$ cat src/rtl/input_conditioner.sv
// Multi-channel input front end: optional inversion, synchroniser, saturating-count
// debouncer and one-cycle rise/fall pulses for asynchronous pad inputs.
module input_conditioner #(
  parameter int WIDTH          = 4,
  parameter int SYNC_STAGES    = 2,
  parameter int SAMPLE_CNT_MAX = 62500,
  parameter int PULSE_CNT_MAX  = 200,
  parameter bit ACTIVE_LOW     = 1'b0
) (
  input  logic             clk_i,
  input  logic             rst_i,
  input  logic [WIDTH-1:0] inRaw_i,
  output logic [WIDTH-1:0] synced_o,
  output logic [WIDTH-1:0] debounced_o,
  output logic [WIDTH-1:0] rise_o,
  output logic [WIDTH-1:0] fall_o
);

  localparam int SCW = (SAMPLE_CNT_MAX > 1) ? $clog2(SAMPLE_CNT_MAX) : 1;
  localparam int CW  = $clog2(PULSE_CNT_MAX + 1);
  localparam logic [SCW-1:0] SAMPLE_LAST = SCW'(SAMPLE_CNT_MAX - 1);
  localparam logic [CW-1:0]  CNT_MAX     = CW'(PULSE_CNT_MAX);

  logic [WIDTH-1:0]                  condIn;
  logic [SYNC_STAGES-1:0][WIDTH-1:0] sync_q;
  logic [SCW-1:0]                    sampleCnt_q, sampleCnt_d;
  logic                              samplePulse;
  logic [WIDTH-1:0][CW-1:0]          cnt_q, cnt_d;
  logic [WIDTH-1:0]                  prev_q;

  assign condIn      = ACTIVE_LOW ? ~inRaw_i : inRaw_i;
  assign synced_o    = sync_q[SYNC_STAGES-1];
  assign samplePulse = (sampleCnt_q == SAMPLE_LAST);
  assign sampleCnt_d = samplePulse ? '0 : sampleCnt_q + SCW'(1);

  // A low synced level clears immediately; highs only advance on a sample pulse.
  always_comb begin
    cnt_d = cnt_q;
    for (int i = 0; i < WIDTH; i++) begin
      if (!synced_o[i]) begin
        cnt_d[i] = '0;
      end else if (samplePulse && (cnt_q[i] != CNT_MAX)) begin
        cnt_d[i] = cnt_q[i] + CW'(1);
      end
    end
  end

  always_comb begin
    debounced_o = '0;
    for (int i = 0; i < WIDTH; i++) begin
      debounced_o[i] = (cnt_q[i] == CNT_MAX);
    end
  end

  assign rise_o = debounced_o & ~prev_q;
  assign fall_o = ~debounced_o & prev_q;

  // Clearing prev_q with the counters suppresses a fall pulse on reset mid-press.
  always_ff @(posedge clk_i) begin
    if (rst_i) begin
      sync_q      <= '0;
      sampleCnt_q <= '0;
      cnt_q       <= '0;
      prev_q      <= '0;
    end else begin
      sync_q      <= {sync_q[SYNC_STAGES-2:0], condIn};
      sampleCnt_q <= sampleCnt_d;
      cnt_q       <= cnt_d;
      prev_q      <= debounced_o;
    end
  end

endmodule
$ cat config.mk
export PLATFORM = sky130hd
export DESIGN_NAME = input_conditioner
export DESIGN_NICKNAME = d
export VERILOG_FILES = /design/src/rtl/input_conditioner.sv
export SDC_FILE = /design/constraint.sdc
export NUM_CORES = 1
export LEC_CHECK = 0
export CAP_MARGIN = 20
export CORE_ASPECT_RATIO = 0.5
export CORE_MARGIN = 4
export CORE_UTILIZATION = 57
export DETAILED_ROUTE_END_ITERATION = 10
export GPL_ROUTABILITY_DRIVEN = 1
export PLACE_DENSITY = 0.85
export SLEW_MARGIN = 20
export SYNTH_ARGS = -nofsm -noshare
export SYNTH_HDL_FRONTEND = slang
export SYNTH_SLANG_ARGS = --single-unit
export TNS_END_PERCENT = 30
$ cat constraint.sdc
create_clock -name clk_i -period 2.29 [get_ports clk_i]
set_input_delay 0.458 -clock clk_i [delete_from_list [all_inputs] [get_ports clk_i]]
set_output_delay 0.458 -clock clk_i [all_outputs]
set_load 0.02 [all_outputs]
==> flow_summary_export.csv, run 1 <==
group,metric,value,unit
route,route.detailed.drc,0,
worst_setup_path,cpMaxStageDelayCell,"dfxtp_2",
route,wl_per_cell,13.9,um
floorplan,rows,17,
synth,yosysWarnings,0,
timing,max_slew_margin,72.4,%
cells_and_area,nets,367,
placed_design,post-place-cells,400,
global_routing,grt_use_total,20.7,%
floorplan,initial_core_util,61.0,%
hold_path,hp-class,"reg -> reg",
route,routed_wl,5.88,mm
floorplan,ios,22,
synth,syn_area_per_cell,8.56,um^2
cells_and_area,stdcell_count,423,
synth,synth.area.top_cells,"dfxtp_1 (43%), a21oi_1 (6.0%), or4_1 (5.4%)",
worst_setup_path,r2r_end,"cnt_q[29]",
placed_design,io_buffer_count,21,
worst_setup_path,rrSetupSlack,0.23,ns
timing,max_freq,441,MHz
clocking,htree_num_levels,3,
worst_setup_path,critPathRequiredTime,1.83,ns
cells_and_area,finish.utilization,72.9,%
clocking,clk_pin_slew_worst_paths,0.07,ns
route,ant_nets,0,
clocking,tritoncts,"done",
worst_setup_path,reg2reg_from,"sampleCnt_q[0]",
worst_setup_path,crit_path_max_fanout,6,
global_routing,grt_pass1_wl,9.92,mm
route,first_iter_violations,129,
power_and_ir_drop,power_density,659,nW/um^2
worst_setup_path,startpoint,"cnt_q[1]",
worst_setup_path,path_cells,"inv_1 > ha_2 > nor4bb_4 > nand4b_1 > buf_4 > and2_1 > buf_2",
floorplan,die_w,106,um
floorplan,die_h,57.2,um
run_status,status,"complete, no violations",
global_routing,grtUsageMet3,7.91,%
worst_setup_path,crit_type,"reg -> out",
global_routing,grt_busiest_layer,"met2",
worst_setup_path,arrival,1.81,ns
timing,fin_crit_sh,99.1,%
timing,tightest_slew,0.414,ns
placed_design,gp_congestion,0.835,
synth,syn_area,2760,um^2
timing,rsz0062_at_grt,"true",
cells_and_area,antenna-diode-count,0,
timing,final.setup_skew,0.00854,ns
clocking,clockRootBuffer,"clkbuf_8",
synth,ys_seq_elements,60,
route,vias,2441,
clocking,cts_max_path_buffers,2,
clocking,cts.sinks,60,
timing,min_period,2.27,ns
synth,yosys.cell_types.count,31,
power_and_ir_drop,peakVddDrop,0.481,mV
timing,hold_viol,0,
cells_and_area,areaGrowthSynthToFinish,19.4,%
clocking,clk_latency,0.34,ns
global_routing,met1_usage,23.8,%
clocking,cts_buffers,9,
placed_design,place_hpwl,4.10,mm
global_routing,use_met2,34.9,%
job,cap_violations,0,
route,dr.pass1.iters,4,
global_routing,grt_overflow,0,
cells_and_area,layout-drive-gt1-share,15.4,%
worst_setup_path,end_kind,"output pin",
global_routing,grt_max_degree,55,
worst_setup_path,r2r_cells,6,
route,vias_per_cell,5.77,
synth,synthCells,323,
synth,synth-seq-area-share,43.5,%
worst_setup_path,slowest_delay,0.35,ns
worst_setup_path,crit_end,"fall_o[0]",
synth,yosysTopAreaCellShare,43.5,%
worst_setup_path,cp-start-kind,"flop",
clocking,hold_buffers,0,
power_and_ir_drop,p_leak,1.09,nW
timing,fin_setup_tns,0,ns
timing,setup_viol,0,
timing,report.final.slew_viol_count,0,
floorplan,core,4530,um^2
global_routing,grt_pass1_vias,2227,
global_routing,antenna_found_initial,0,
synth,yosysTopAreaCell,"dfxtp_1",
synth,synth_fp_nets,338,
floorplan,dieArea,6090,um^2
-- flip-flops by register name, indices dropped and copies added, names as in the netlist --
signal / flops
prev_q: 4
synced_o: 4
sync_q: 4
sampleCnt_q: 16
cnt_q: 32
-- cell families (layout without fill, tap and decap cells) --
group / Yosys count / in the layout / share of synthesized area, %
DFF: 60 / 60 / 43.5
buffers and inverters: 43 / 77 / 6.38
AOI/OAI and AO/OA: 66 / 66 / 13.8
and+or+nand+nor: 132 / 132 / 28.2
xor gates and xnor gates: 13 / 13 / 4.12
adders and majority gates: 9 / 9 / 4.07
-- timing repair --
action	4_1_cts	5_1_grt
hold endpoints to repair	0	0
gates resized for setup	27	24
gates cloned	0	0
setup buffers	6	1
pin swaps	4	4
setup endpoints to repair	12	22
-- power by group --
group | total [mW] | leakage, nW | switching [mW] | internal (mW)
logic | 0.0488 | 0.503 | 0.0251 | 0.0237
registers | 1.06 | 0.486 | 0.00890 | 1.05
clock network | 1.06 | 0.105 | 0.424 | 0.639
total | 2.18 | 1.09 | 0.458 | 1.72
-- final cells by class --
type	instances	area (um^2)
multi-input combinational	220	1420
fill	327	1230
sequential	60	1200
timing repair buffer	35	272
clock buffer	10	138
inverter	26	97.6
clock inverter	6	87.6
tap	66	82.6
-- per-stage QoR --
stage / hold WS, ns / cell area, um^2 / worst slack [ns] / power [mW]
3_5_place_dp: 0.439 / 3030 / -0.107 / 1.14
6_report: 0.450 / 3300 / 0.0216 / 2.18
2_1_floorplan: 0.414 / 2760 / 0.411 / 1.11
3_3_place_gp: 0.419 / 3030 / 0.118 / 1.13
5_1_grt: 0.477 / 3300 / -0.111 / 2.26
4_1_cts: 0.454 / 3290 / -0.00551 / 2.19
-- cell usage after synthesis --
master	instances
nand2_1	12
nor2_1	26
or2_2	4
nor2b_1	8
o31ai_1	19
nand2b_1	5
buf_1	4
or4_1	20
inv_1	26
nor4_1	2
dfxtp_1	60
and4_1	2
buf_4	4
clkbuf_1	9
nand4_2	1
a21oi_1	33
nand4_1	14
nand3_1	19
nand4b_1	1
nor4bb_1	4
and4bb_1	1
xnor2_1	10
nor3_1	5
a31o_2	1
o21ai_0	13
or3_1	1
nor4b_2	2
and2_1	4
and3_1	1
xor2_1	3
ha_1	9
-- cell usage in the layout (no fill, tap or decap), drive strengths merged, types with 2 or more instances in the layout --
cell type | netlist | layout
or4 | 20 | 20
clkdlybuf4s50 | 0 | 9
and4 | 2 | 2
dfxtp | 60 | 60
nand3 | 19 | 19
nor3 | 5 | 5
nor2b | 8 | 8
inv | 26 | 26
clkbuf | 9 | 16
clkinvlp | 0 | 3
nand4 | 15 | 15
xnor2 | 10 | 10
o31ai | 19 | 19
o21ai | 13 | 13
nor4bb | 4 | 4
and2 | 4 | 4
nor2 | 26 | 26
ha | 9 | 9
nand2 | 12 | 12
buf | 8 | 19
or2 | 4 | 4
nor4b | 2 | 2
bufinv | 0 | 2
nand2b | 5 | 5
nor4 | 2 | 2
xor2 | 3 | 3
a21oi | 33 | 33
-- metal layers --
layer  vias up  wire length [um]
met3        15               277
li1       1212                 -
met4         0               119
met2        56              2920
met5         -                 0
met1      1158              2560
-- how the worst min path moves through the flow --
stage                     depth (start not counted)  slack [ns]           to       from
final                                             1        0.45  synced_o[0]  sync_q[0]
after global routing                              1        0.48  synced_o[0]  sync_q[0]
after CTS                                         1        0.45  synced_o[2]  sync_q[2]
after detailed placement                          1        0.44  synced_o[2]  sync_q[2]
after global placement                            1        0.42  synced_o[1]  sync_q[1]
after floorplan                                   1        0.41  synced_o[0]  sync_q[0]
-- critical path: cells and delay by family (launching register included) --
kind	cells	cell delay (ns)
and+or+nand+nor	3	0.55
buffers and inverters	3	0.40
DFF	1	0.35
adders and majority gates	1	0.17
No activity file was read; power rests on OpenSTA's default activity.
==> inputs of run 2 (changes only) <==
- CORE_UTILIZATION: 57 -> 25
- PLACE_DENSITY: 0.85 -> 0.48
- SLEW_MARGIN: 20 -> 0
==> flow_summary_export.csv, run 2 (synthesized netlist as in run 1, its figures left out) <==
group,metric,value,unit
run_status,status,"complete, no violations",
clocking,clk_latency,0.33,ns
worst_setup_path,end_kind,"output pin",
power_and_ir_drop,peakVddDrop,0.327,mV
cells_and_area,top_regs,"cnt_q (32), sampleCnt_q (16)",
cells_and_area,top_register,"cnt_q",
cells_and_area,largest_reg_flops,32,
cells_and_area,final_area,3480,um^2
timing,max_freq,444,MHz
route,ant_nets,0,
global_routing,grt_pass1_vias,2233,
timing,report.final.slew_viol_count,0,
clocking,htree_num_levels,3,
floorplan,initial_core_util,26.4,%
floorplan,die_w,157,um
placed_design,pre_cts_ws,0.0356,ns
worst_setup_path,crit_type,"reg -> out",
cells_and_area,final_common_cell,"dfxtp_1",
global_routing,grt_overflow,0,
worst_setup_path,crit_path_max_fanout,4,
hold_path,hp-class,"reg -> reg",
timing,tightest_slew,0.436,ns
worst_setup_path,cp-start-kind,"flop",
placed_design,place_hpwl,3.99,mm
global_routing,grt_use_total,10.1,%
route,routed_wl,5.86,mm
timing,hold_viol,0,
timing,max_slew_margin,70.9,%
placed_design,gp_congestion,0.720,
placed_design,place_area,3190,um^2
clocking,hold_buffers,0,
floorplan,die_h,82.4,um
route,route.detailed.drc,0,
timing,fin_crit_sh,98.4,%
clocking,tritoncts,"done",
cells_and_area,areaGrowthSynthToFinish,25.9,%
floorplan,ios,22,
cells_and_area,antenna-diode-count,0,
route,dr.pass1.iters,4,
route,vias_per_cell,4.63,
timing,final.setup_skew,0.00409,ns
global_routing,grt_max_degree,52,
cells_and_area,nets,374,
power_and_ir_drop,power_density,671,nW/um^2
route,wl_per_cell,11.6,um
clocking,clockRootBuffer,"clkbuf_16",
clocking,clk_pin_slew_worst_paths,0.05,ns
route,vias,2327,
worst_setup_path,arrival,1.79,ns
cells_and_area,layout-drive-gt1-share,14.9,%
timing,holdWs,0.431,ns
cells_and_area,mostFrequentLayoutCells,"dfxtp_1 (60), a21oi_1 (33), inv_1 (26), nor2_1 (26), buf_4 (22)",
timing,finalWorstSetupSlack,0.0371,ns
placed_design,io_buffer_count,21,
timing,min_period,2.25,ns
floorplan,rows,26,
clocking,cts.sinks,60,
job,cap_violations,0,
timing,fin_setup_tns,0,ns
floorplan,dieArea,12900,um^2
route,first_iter_violations,87,
global_routing,grt_pass1_wl,10.4,mm
clocking,cts_buffers,9,
timing,setup_viol,0,
floorplan,core,10500,um^2
power_and_ir_drop,p_leak,1.18,nW
worst_setup_path,rrSetupSlack,0.21,ns
worst_setup_path,critPathRequiredTime,1.83,ns
clocking,cts_max_path_buffers,2,
global_routing,antenna_found_initial,0,
timing,rsz0062_at_grt,"true",
run 2: cell types whose count changed in the layout (fill, tap and decap cells not counted), sizes merged:
cell | before | now
clkbuf | 16 | 20
buf | 19 | 22
clkinvlp | 3 | 0
bufinv | 2 | 0
dlygate4sd2 | 1 | 3
clkinv | 1 | 2
dlymetal6s2s | 0 | 1
run 2: where the power goes:
group | switching [mW] | total [mW] | internal (mW)
Clock | 0.443 | 1.22 | 0.780
Combinational | 0.0252 | 0.0491 | 0.0239
Sequential | 0.00813 | 1.07 | 1.06
run 2: area by class of cell:
type | count | area, um^2
fillers | 1091 | 6990
flip-flops and latches | 60 | 1200
clock buffers | 13 | 260
multi-input cells | 220 | 1410
inverters | 26 | 97.6
repair buffers | 42 | 329
well taps | 140 | 175
clock inverters | 2 | 10.0
run 2: critical path, stage by stage, from the launching register on:
cell and delay (ns):
dfxtp_1 0.30, inv_1 0.07, ha_1 0.13, nor4bb_1 0.20, nand4_1 0.24, and2_1 0.21
dlygate4sd2_1 0.31
run 2: worst paths after layout:
| path | from | end | cells after the start |
|---|---|---|---|
| max | cnt_q[16] | fall_o[2] | 6 |
| min | sync_q[0] | synced_o[0] | 1 |
| max reg2reg | sampleCnt_q[0] | cnt_q[29] | 6 |
| min reg2reg | sync_q[0] | synced_o[0] | 1 |
run 2: metrics by stage:
| step | utilization, % | instances | total power, mW |
|---|---|---|---|
| floorplan | - | 323 | 1.11 |
| global placement | 30.5 | 483 | 1.14 |
| detailed placement | 30.5 | 483 | 1.14 |
| CTS | 33.1 | 499 | 2.38 |
| global route | 33.2 | 503 | 2.42 |
| finish | 33.2 | 503 | 2.34 |
run 2: timing repair:
action	CTS	global route
gates resized for setup	14	20
cloned	0	0
setup endpoints to repair	12	13
pin swaps	4	1
buffers inserted	1	4
run 2: routing by layer:
metal / vias up / track usage, % / share of wire (%)
li1: 1225 / - / -
met1: 1067 / 12.6 / 51
met2: 22 / 15.9 / 44
met3: 13 / 3.02 / 3.2
met4: 0 / 5.71 / 2.3
met5: - / 0 / 0
==> edit 1 (flow settings as in run 1) <==
The parameter `ACTIVE_LOW` goes from 1'b0 to 1'b1.
--- a/src/rtl/input_conditioner.sv
+++ b/src/rtl/input_conditioner.sv
@@ -7,3 +7,3 @@
   parameter int PULSE_CNT_MAX  = 200,
-  parameter bit ACTIVE_LOW     = 1'b0
+  parameter bit ACTIVE_LOW     = 1'b1
 ) (
Function: changed (Yosys sat finds a counterexample within 4 cycles, from zero or initial values and one cycle with rst_i high).
==> edit 1 against run 1 <==
Sequential cell count unchanged. Worst setup slack better by 9.0 ps. Core utilization down 0.42 points. Final area down 0.11%. Sequential share of layout area up 0.079 points. Register-to-register slack better by 60 ps. Routed wire length up 4.8%. Cell count down 0.71%. Total power down 4.4%. Synthesized area up 0.72%. Largest cell class unchanged. Largest power group unchanged.
==> edit 1: results (changes against run 1) <==
Run status
  – Status: finished clean

Pwr
  – Leak pwr: 1.13 nW (+2.9%)
  – VDD IR max: 0.000382 V (-21%)
  – Switching share of power: 20.0% (-1.1 points)

Layout
  – Fin nets: 365 (-0.54%)
  – Share of post-route cells with drive strength above 1: 13.6% (-1.8 points)
  – Fillcell total: 349 (+6.7%)
  – Top Registers: cnt_q x32, sampleCnt_q x16

Critical path
  – R2R setup slack: 290 ps (+60 ps)
  – Crit-path slowest cell: dfxtp_2
  – CP arrival: roughly 1800 ps
  – Critical path origin: cnt_q[24]$_SDFFE_PP0P_

Drt
  – Post-DR vias/cell: 5.82 (+0.88%)
  – Routed vias: 2445 (+0.16%)
  – Met2 WL: 3.07 mm (+5.2%)
  – Met3 WL: 290 um (+4.7%)
  – Initial DRC count: 115 (-11%)
  – DRT met1 WL: 2.63 mm (+2.7%)
  – Max layer used: met4
  – Wire per inst: 14.7 um (+5.6%)

Yosys
  – Synth warnings: 0 (unchanged)
  – Mean Syn Cell Area: 8.65 um^2 (+1.0%)
  – Synth top area cells: dfxtp_1 43%, a21oi_1 5.8%, or4_1 5.4%
  – Post-synth top cells: 60 x dfxtp_1, 32 x a21oi_1, 32 x nor2_1
  – Sequential share of the synthesized area: 43.1% (-0.31 points)
  – Post-synth net total: 337 (-0.30%)
  – Yosys cell types: 32 (+3.2%)

Global routing
  – First-pass GRT wire length: 10.3 mm (+4.2%)
  – Largest net degree at the start of global routing: 55 (unchanged)
  – Gr usage total: 21.4% (+0.71 points)
  – Vias in the first global route: 2314 (+3.9%)

Clock tree
  – Worst-Skew Late Latency: 330 ps
  – CTS buffer count: 9 (unchanged)
  – CTS max path bufs: 2 (unchanged)
  – # H-tree levels: 3 (unchanged)

Timing
  – Fin Clk Skew: 7.09 ps (-1.45 ps)
  – Hold slack final: 435 ps (-15.3 ps)
  – Slew @ Worst Pin: 462 ps (+48.1 ps)

Job
  – Number of max-cap violations: 0 (unchanged)

Place
  – DPL Wire Length: 4.08 mm (-0.51%)
  – Cell Area, Placed: 0.00305 mm^2 (+0.62%)
  – GPL Wtd Cong: 0.834 (-0.14%)
  – Post-Place Cells: 398 (-0.50%)
## edit 1: cell types whose count changed after synthesis, moves of 2 or more
cell,before,now
nor4b_4,0,2
xnor2_1,10,13
nor3_1,5,2
nor4b_2,2,0
nor2_1,26,32
clkbuf_1,9,7
nor2b_1,8,4
buf_2,0,2
xor2_1,3,1
nor4_1,2,5
## edit 1: through the flow
stage | setup slack, ps | total power, W
after global routing | -90.2 | 0.00216
after floorplan | 511 | 0.00111
after CTS | -262 | 0.00210
after detailed placement | 5.59 | 0.00113
final | 30.6 | 0.00208
after global placement | 105 | 0.00113
## edit 1: worst paths after layout
path,endpoint,cells past startpoint
max reg2reg,cnt_q[5]$_SDFFE_PP0P_,6
max,fall_o[3],7
min reg2reg,synced_o[0]$_SDFF_PP0_,1
min,synced_o[0]$_SDFF_PP0_,1
## edit 1: cell type report
class	count	area (um^2)	share of cell area, %
Clock buffer	14	173	5.24
Inverter	26	97.6	2.96
Multi-Input combinational cell	218	1410	42.9
Sequential cell	60	1200	36.5
Tap cell	66	82.6	2.50
Clock inverter	1	30.0	0.911
Timing Repair Buffer	35	297	8.99
## edit 1: cells by family (layout without fill, tap and decap cells)
| family | count (synthesis) | after routing | share of synthesized area (%) |
|---|---|---|---|
| AO/OA/AOI/OAI | 64 | 64 | 13.2 |
| XOR/XNOR | 14 | 14 | 4.40 |
| adder cells (fa/ha/maj) | 9 | 9 | 4.05 |
| AND/OR/NAND/NOR | 131 | 131 | 28.4 |
| buffers and inverters | 44 | 76 | 6.83 |
| flip-flops | 60 | 60 | 43.1 |
## edit 1: what timing repair did
item	4_1_cts	5_1_grt
setup buffers	3	4
pin swaps	1	5
resized for setup	21	20
setup endpoints to repair	12	12
hold buffers	0	0
## edit 1: power groups by stage
stage	clock, W	sequential (W)	combinational [W]
4_1_cts	0.000989	0.00106	0.0000475
2_1_floorplan	0	0.00108	0.0000293
6_report	0.000971	0.00106	0.0000472
5_1_grt	0.00105	0.00106	0.0000520
3_5_place_dp	0	0.00108	0.0000473
3_3_place_gp	0	0.00108	0.0000457
## edit 1: critical path, delay by kind of cell, from the launching register on
family	cells	cell delay (ps)
and+or+nand+nor	3	540
buffers and inverters	3	400
adders and majority gates	1	160
DFF	1	350
## edit 1: per-layer routing
| layer | up-vias | track usage, % |
|---|---|---|
| li1 | 1202 | - |
| met1 | 1143 | 23.3 |
| met2 | 75 | 38.0 |
| met3 | 25 | 7.68 |
| met4 | 0 | 9.47 |
| met5 | - | 0 |
==> edit 2 (flow settings as in run 1) <==
Without the edit above. Register the input `inRaw_i` before use. The logic sees it one clock later.
--- a/src/rtl/input_conditioner.sv
+++ b/src/rtl/input_conditioner.sv
@@ -23,2 +23,8 @@
 
+  logic [WIDTH-1:0] inRaw_q;
+
+  always_ff @(posedge clk_i) begin
+    inRaw_q <= inRaw_i;
+  end
+
   logic [WIDTH-1:0]                  condIn;
@@ -30,3 +36,3 @@
 
-  assign condIn      = ACTIVE_LOW ? ~inRaw_i : inRaw_i;
+  assign condIn      = ACTIVE_LOW ? ~inRaw_q : inRaw_q;
   assign synced_o    = sync_q[SYNC_STAGES-1];
Function: changed (a bounded check fails within 4 cycles, from zero or initial values and one cycle with rst_i high).
==> edit 2 against run 1 <==
The run now ends with negative setup slack left. Critical path depth shrank 1. Worst hold slack lost 11 ps. Sequential power grew 8%. Routed wire length grew 17%. Final area grew 6.4%. Worst setup slack lost 41 ps. Total power grew 0.41%. Synthesized area grew 4.7%. Sequential cell count grew 4. First-iteration DRC count grew 33%. Critical path type unchanged.
==> edit 2: results (changes against run 1) <==
Yosys
  – Compound-Gate Fraction of Synth Area: 13.7% (-0.096 points)
  – Synth top area cells: dfxtp_1 44%, a21oi_1 5.9%, o31ai_1 4.7%
  – Sequential share of the synthesized area: 44.3% (+0.83 points)
  – Mean Syn Cell Area: 8.82 um^2 (+3.1%)
  – Post-synth top cells: 64 x dfxtp_1, 34 x a21oi_1, 24 x inv_1, 24 x nor2_1
  – Yosys cell types: 36 (+16%)

Timing
  – Hold slack final: 439 ps (-10.9 ps)
  – Setup violators final: 1 (+1)
  – Setup ws final: -19.0 ps (-40.6 ps)
  – Fin Clk Skew: 8.09 ps (-0.452 ps)
  – Slew @ Worst Pin: 371 ps (-42.5 ps)

Layout
  – Share of post-route cells with drive strength above 1: 18.2% (+2.8 points)
  – Final std cells w/o fill: 439 (+3.8%)

Global routing
  – Largest net degree at the start of global routing: 51 (-7.3%)

Clock tree
  – Setup repair bufs after CTS: 13 (+7)
  – Post-cts repair resize count: 24 (-11%)

Run status
  – Failing checks: negative setup slack
  – Status: complete, but fails checks

Place
  – Worst slack at placement: 25.0 ps (+132 ps)
  – Cell Area, Placed: 0.00316 mm^2 (+4.4%)
  – GPL Wtd Cong: 0.869 (+4.1%)
  – Post-Place Cells: 406 (+1.5%)

Drt
  – Detailed-route wire length: 6.87 mm (+17%)
  – Initial DRC count: 172 (+33%)
  – First-pass DRT Iterations: 5 (+1)

Pwr
  – Leak pwr: 1.22 nW (+12%)

Critical path
  – Critical path origin: cnt_q[24]$_SDFFE_PP0P_
  – Max Fanout on Critical Path: 4 (-2)
  – Crit-path slowest cell: dfxtp_1
  – Critical Path Sink: fall_o[3]
[edit 2: cell count changes after synthesis, sizes merged, moves of 3 or more]
cell,delta
o41ai,+3
buf,+5
dfxtp,+4
nand2,+4
nand3b,+3
clkbuf,-4
[edit 2: metal layers]
| layer | global-route usage [%] | up-vias | wire length [um] |
|---|---|---|---|
| li1 | - | 1263 | - |
| met1 | 24.4 | 1267 | 2840 |
| met2 | 37.3 | 97 | 3390 |
| met3 | 7.56 | 28 | 418 |
| met4 | 12.6 | 0 | 218 |
| met5 | 0 | - | 0 |
[edit 2: where the power goes]
part	switching, W	internal, W
registers	0.00000994	0.00113
clock network	0.000487	0.000511
logic	0.0000255	0.0000256
[edit 2: final cells by class]
type	instances	area, um^2	share of cell area, %
Clock buffer	9	124	3.53
Sequential cell	64	1290	36.6
Clock inverter	7	80.1	2.28
Tap cell	66	82.6	2.35
Inverter	24	92.6	2.64
Multi-Input combinational cell	222	1460	41.6
Timing Repair Buffer	47	384	10.9
